--- config.mk ---
export PLATFORM = sky130hd
export DESIGN_NAME = instr_encoder_loader
export DESIGN_NICKNAME = d
export VERILOG_FILES = /design/src/rtl/isa_pkg.sv /design/src/rtl/instr_pack.sv /design/src/rtl/instr_encoder_loader.sv
export SDC_FILE = /design/constraint.sdc
export NUM_CORES = 1
export LEC_CHECK = 0
export ABC_AREA = 1
export CORE_UTILIZATION = 42
export DETAILED_ROUTE_END_ITERATION = 7
export GPL_TIMING_DRIVEN = 0
export PLACE_DENSITY = 0.82
export SETUP_SLACK_MARGIN = 0.2
export SLEW_MARGIN = 20
export SYNTH_ARGS = -nofsm -noshare
export SYNTH_HDL_FRONTEND = slang
export SYNTH_SLANG_ARGS = --single-unit
export TNS_END_PERCENT = 50
--- constraint.sdc ---
create_clock -name clk -period 1.35 [get_ports clk]
set_clock_uncertainty 0.05 [all_clocks]
set_input_delay 0.3375 -clock clk [delete_from_list [all_inputs] [get_ports clk]]
set_output_delay 0.3375 -clock clk [all_outputs]
set_load 0.05 [all_outputs]
--- src/rtl/isa_pkg.sv ---
// ============================================================================
// Module  : isa_pkg
// Brief   : Instruction formats, field slices and loader FSM states.
// Revision: 1.0
// ============================================================================
`default_nettype none

package isa_pkg;

  localparam int WORD_W    = 16;

  localparam int OP_MSB    = 15;
  localparam int OP_LSB    = 12;
  localparam int RS_MSB    = 11;
  localparam int RS_LSB    = 9;
  localparam int RT_MSB    = 8;
  localparam int RT_LSB    = 6;
  localparam int RD_MSB    = 5;
  localparam int RD_LSB    = 3;
  localparam int IMM_MSB   = 5;
  localparam int IMM_LSB   = 0;
  localparam int JADDR_MSB = 11;
  localparam int JADDR_LSB = 0;

  typedef enum logic [1:0] {
    FMT_R   = 2'd0,
    FMT_I   = 2'd1,
    FMT_J   = 2'd2,
    FMT_BAD = 2'd3
  } fmt_e;

  typedef enum logic [2:0] {
    IDLE  = 3'd0,
    LOAD  = 3'd1,
    DRAIN = 3'd2,
    DONE  = 3'd3,
    ERR   = 3'd4
  } state_e;

endpackage

`default_nettype wire

--- src/rtl/instr_pack.sv ---
// ============================================================================
// Module  : instr_pack
// Brief   : Combinational packer from instruction fields to a 16-bit word.
// Revision: 1.0
// ============================================================================
`default_nettype none

module instr_pack
  import isa_pkg::*;
(
  input  fmt_e              fmt_i,
  input  logic [3:0]        op_i,
  input  logic [2:0]        rs_i,
  input  logic [2:0]        rt_i,
  input  logic [2:0]        rd_i,
  input  logic [5:0]        imm_i,
  input  logic [11:0]       jaddr_i,
  output logic [WORD_W-1:0] word_o,
  output logic              illegal_o
);

  // Illegal format yields an all-zero word so imem never holds a half-built encoding.
  always_comb begin
    word_o    = '0;
    illegal_o = 1'b0;
    case (fmt_i)
      FMT_R: begin
        word_o[OP_MSB:OP_LSB] = op_i;
        word_o[RS_MSB:RS_LSB] = rs_i;
        word_o[RT_MSB:RT_LSB] = rt_i;
        word_o[RD_MSB:RD_LSB] = rd_i;
      end
      FMT_I: begin
        word_o[OP_MSB:OP_LSB]   = op_i;
        word_o[RS_MSB:RS_LSB]   = rs_i;
        word_o[RT_MSB:RT_LSB]   = rt_i;
        word_o[IMM_MSB:IMM_LSB] = imm_i;
      end
      FMT_J: begin
        word_o[OP_MSB:OP_LSB]       = op_i;
        word_o[JADDR_MSB:JADDR_LSB] = jaddr_i;
      end
      default: illegal_o = 1'b1;
    endcase
  end

endmodule

`default_nettype wire

--- src/rtl/instr_encoder_loader.sv ---
// ============================================================================
// Module  : instr_encoder_loader
// Brief   : Streams encoded instruction words into imem at boot, holding the CPU.
// Revision: 1.0
// ============================================================================
`default_nettype none

module instr_encoder_loader
  import isa_pkg::*;
#(
  parameter int N      = 16,
  parameter int ADDR_W = 8,
  parameter int DEPTH  = 256
) (
  input  logic              clk,
  input  logic              reset_n,
  input  logic              start,
  input  logic              in_valid,
  output logic              in_ready,
  input  logic              in_last,
  input  logic [1:0]        in_fmt,
  input  logic [3:0]        in_op,
  input  logic [2:0]        in_rs,
  input  logic [2:0]        in_rt,
  input  logic [2:0]        in_rd,
  input  logic [5:0]        in_imm,
  input  logic [11:0]       in_jaddr,
  output logic              imem_we,
  output logic [ADDR_W-1:0] imem_addr,
  output logic [N-1:0]      imem_wd,
  output logic              cpu_hold,
  output logic              done,
  output logic              err,
  output logic [ADDR_W:0]   count
);

  localparam logic [ADDR_W-1:0] LAST_PTR = ADDR_W'(DEPTH - 1);

  state_e              state_q, state_d;
  logic [ADDR_W-1:0]   ptr_q;
  logic [ADDR_W:0]     count_q;
  logic                err_q;
  logic                we_q;
  logic [ADDR_W-1:0]   addr_q;
  logic [N-1:0]        wd_q;

  logic                accept;
  logic                sess_start;
  logic                at_end;
  logic [WORD_W-1:0]   enc_word;
  logic                enc_illegal;

  instr_pack u_pack (
    .fmt_i     (fmt_e'(in_fmt)),
    .op_i      (in_op),
    .rs_i      (in_rs),
    .rt_i      (in_rt),
    .rd_i      (in_rd),
    .imm_i     (in_imm),
    .jaddr_i   (in_jaddr),
    .word_o    (enc_word),
    .illegal_o (enc_illegal)
  );

  assign accept     = in_valid & in_ready;
  assign sess_start = start & ((state_q == IDLE) | (state_q == DONE) | (state_q == ERR));
  assign at_end     = (ptr_q == LAST_PTR);

  always_ff @(posedge clk or negedge reset_n) begin
    if (!reset_n) state_q <= IDLE;
    else          state_q <= state_d;
  end

  // DRAIN covers the final write cycle; a session with any error ends in ERR, never DONE.
  always_comb begin
    state_d = state_q;
    case (state_q)
      IDLE:      if (start) state_d = LOAD;
      LOAD:      if (accept && (in_last || at_end)) state_d = DRAIN;
      DRAIN:     state_d = err_q ? ERR : DONE;
      DONE, ERR: if (start) state_d = LOAD;
      default:   state_d = IDLE;
    endcase
  end

  always_comb begin
    in_ready = (state_q == LOAD);
    done     = (state_q == DONE);
    cpu_hold = (state_q != DONE);
  end

  always_ff @(posedge clk or negedge reset_n) begin
    if (!reset_n) begin
      ptr_q   <= '0;
      count_q <= '0;
      err_q   <= 1'b0;
      we_q    <= 1'b0;
      addr_q  <= '0;
      wd_q    <= '0;
    end else begin
      we_q <= accept;
      if (sess_start) begin
        ptr_q   <= '0;
        count_q <= '0;
        err_q   <= 1'b0;
      end else if (accept) begin
        addr_q  <= ptr_q;
        wd_q    <= N'(enc_word);
        ptr_q   <= ptr_q + ADDR_W'(1);
        count_q <= count_q + (ADDR_W + 1)'(1);
        if (enc_illegal || (at_end && !in_last)) err_q <= 1'b1;
      end
    end
  end

  assign imem_we   = we_q;
  assign imem_addr = addr_q;
  assign imem_wd   = wd_q;
  assign err       = err_q;
  assign count     = count_q;

endmodule

`default_nettype wire

==> results.json <==
{
  "post-route-util_pct": 74.6,
  "cp_slowest_cell": "dfrtp_1",
  "grt_util_all_layers_pct": 24.0,
  "hold_viol_final": 0,
  "synthArstFlopShare_pct": 100,
  "hold_path.class": "in -> async",
  "synth_seq_cells": 46,
  "vias": 2534,
  "nets": 459,
  "numCtsBuffers": 5,
  "synth_cell_types": 27,
  "synth_top_family_by_area": "simple AND/OR/NAND/NOR gates",
  "fin_crit_sh_pct": 119,
  "overflow": 0,
  "core_area_um2": 5270,
  "rsz0062_at_grt": "true",
  "netlist_top_cells_count": "nand2_1 (104), dfrtp_1 (46), inv_1 (31), nand3_1 (30), nor2_1 (17)",
  "layout-drive-gt1-share_pct": 34.9,
  "netlist_top_cells_area": "dfrtp_1 (49%), nand2_1 (17%), nand3_1 (6.4%), inv_1 (4.9%), ha_1 (3.2%)",
  "worst_ep_arrival_time_ps": 1800,
  "synth_compound_area_share_pct": 8.49,
  "crit_chain": "inv_2 > nand3_4 > buf_12 > nor2_4 > buf_6 > buf_12 > buf_16 > nand3_2 > nand2_1",
  "synth_edf_count": 0,
  "die_y_um": 76.9,
  "fin_setup_tns_ps": -7770,
  "synth-simple-area-share_pct": 30.5,
  "cts_sinks": 46,
  "placed_cell_area_um2": 3330,
  "r2r_cells": 9,
  "finalInstanceArea_um2": 3930,
  "start_util_pct": 44.7,
  "power.density_nw_per_um2": 1870,
  "hold_slack_ps": 425,
  "cpPeakStageDelay_ps": 400,
  "report.power.total_mw": 7.37,
  "violations": "setup timing",
  "post-route-min-period_ps": 1610,
  "worstMarginPinSlew_ps": 308,
  "dp_hpwl_um": 4530,
  "routedWlPerCell_um": 14.4,
  "max_slew_margin_pct": 79.4,
  "synth_top_area_share_pct": 48.8,
  "h-tree-depth": 2,
  "cts_tree": "done",
  "synth_cells": 304,
  "maxSlewViolCount": 0,
  "synthAdderAreaFrac_pct": 3.18,
  "grt_pass1_vias": 2479,
  "pin_count": 76,
  "seq_area_frac_synth_pct": 48.8,
  "grt_pass1_wl_um": 11200,
  "rows": 26,
  "rrSetupSlack_ps": -260,
  "synth_area_leader_cell": "dfrtp_1",
  "antenna_found_initial": 0,
  "synth.most_common_cell": "nand2_1",
  "r2r-start": "state_q[2]$_DFFE_PN0P_",
  "ys_warn_count": 0,
  "synth.area.mux_share_pct": 0,
  "fmaxAchievable_mhz": 621,
  "io_buffers": 75,
  "die_area_um2": 5920,
  "syn_area_per_cell_um2": 7.75,
  "clkSlewWorstSetupHoldPaths_ps": 90,
  "first_pass_iters": 4,
  "viasPerCell": 5.21,
  "drc": 0,
  "worstSetupEndpointType": "flip-flop",
  "fin_ws_ps": -260,
  "dp_cells": 450,
  "start_kind": "flip-flop",
  "ys.flop_type": "dfrtp_1",
  "setup_viol": 48,
  "status": "complete, but fails checks",
  "detail-route-antenna-nets": 0,
  "clkLatencyLatePin_ps": 300,
  "dp_slack_ps": -818,
  "path_class": "reg -> reg",
  "synth_area_um2": 2360,
  "place.gp.congestion": 0.829,
  "final_cells": 486,
  "synth_xor_area_share_pct": 1.11,
  "drt_iter0_markers": 245,
  "crit_fanout": 6,
  "ctsRootBufferMaster": "clkbuf_8",
  "ir_worst_vdd_v": 0.00128,
  "antenna_cells": 0,
  "cap_violations": 0,
  "area_growth_pct": 66.9,
  "cts_buffer_depth": 2,
  "cp_common_cell": "buf_12",
  "wl_um": 7010,
  "crit_required_ps": 1540,
  "die_w_um": 76.9,
  "cellLeakagePower_nw": 1.86,
  "grt_max_degree": 29,
  "r2r-end": "imem_wd[9]$_DFFE_PN0P_",
  "synth_fp_nets": 348
}
## per-layer routing
metal / vias to the layer above / wire [um] / part of all wire, % / track usage, %
met5: - / 0 / 0 / 0
met4: 0 / 140 / 2.0 / 7.50
met3: 16 / 610 / 8.7 / 6.79
met2: 124 / 3620 / 52 / 42.8
met1: 1194 / 2650 / 38 / 27.7
li1: 1200 / - / - / -
## worst max-delay path: cells and delay by family (launching register included)
| kind | cells | cell delay, ps |
|---|---|---|
| buffers and inverters | 5 | 650 |
| AND/OR/NAND/NOR | 4 | 430 |
| flip-flops | 1 | 400 |
## final cells by class
cell class / count / area, um^2
multi-input combinational: 214 / 1180
clock buffer: 7 / 86.3
inverter: 32 / 153
clock inverter: 1 / 5.00
sequential: 46 / 1160
tap: 70 / 87.6
timing repair buffer: 104 / 1140
buffer: 12 / 123
fill: 366 / 1340
## worst max-delay path by stage
stage / startpoint / endpoint / slack (ps) / cells after the start
after floorplan: state_q[2]$_DFFE_PN0P_ / count[8]$_DFFE_PN0P_ / -5 / 8
after CTS: state_q[2]$_DFFE_PN0P_ / in_ready / -200 / 4
after global routing: state_q[2]$_DFFE_PN0P_ / ptr_q[2]$_DFFE_PN0P_ / -320 / 8
after detailed placement: in_fmt[1] / imem_wd[15]$_DFFE_PN0P_ / -820 / 6
final: state_q[2]$_DFFE_PN0P_ / imem_wd[9]$_DFFE_PN0P_ / -260 / 9
after global placement: reset_n / count[0]$_DFFE_PN0P_ / -1540 / 1
## layout by cell type (no fill, tap or decap), drive strengths merged
master	count
clkdlybuf4s50	34
clkinvlp	2
nand4	7
o22ai	2
bufbuf	1
ha	6
clkinv	1
dfrtp	46
nor3	6
xor2	3
inv	30
clkdlybuf4s15	2
nand3	31
nand2	105
nor2	19
o21bai	1
clkbuf	12
a22o	3
o21ai	25
or3	1
buf	73
a21oi	5
dlygate4sd3	1
## logic make-up (layout without fill, tap and decap cells)
group	Yosys count	in the layout
and+or+nand+nor	169	169
buffers and inverters	44	156
DFF	46	46
AOI/OAI and AO/OA	36	36
xor gates and xnor gates	3	3
adders and majority gates	6	6
## where the power goes
part | switching (mW) | internal [mW] | leakage, nW | total, mW
Combinational | 2.56 | 1.80 | 1.21 | 4.36
Clock | 0.474 | 0.414 | 0.0482 | 0.888
Sequential | 0.362 | 1.76 | 0.603 | 2.13
Total | 3.39 | 3.97 | 1.86 | 7.37
## sequential cells by signal, indices dropped and copies added, names as in the netlist
| name | cells |
|---|---|
| count | 9 |
| imem_addr | 8 |
| imem_we | 1 |
| ptr_q | 8 |
| err | 1 |
| imem_wd | 16 |
| state_q | 3 |
## timing repair
action	4_1_cts	5_1_grt
cloned	3	0
hold buffers	1	0
setup buffers	20	4
pin swaps	10	9
gates resized for setup	309	15
endpoints found under the setup margin	84	112
endpoints found under the hold margin	18	0
Power figures use the tool's default switching activity.
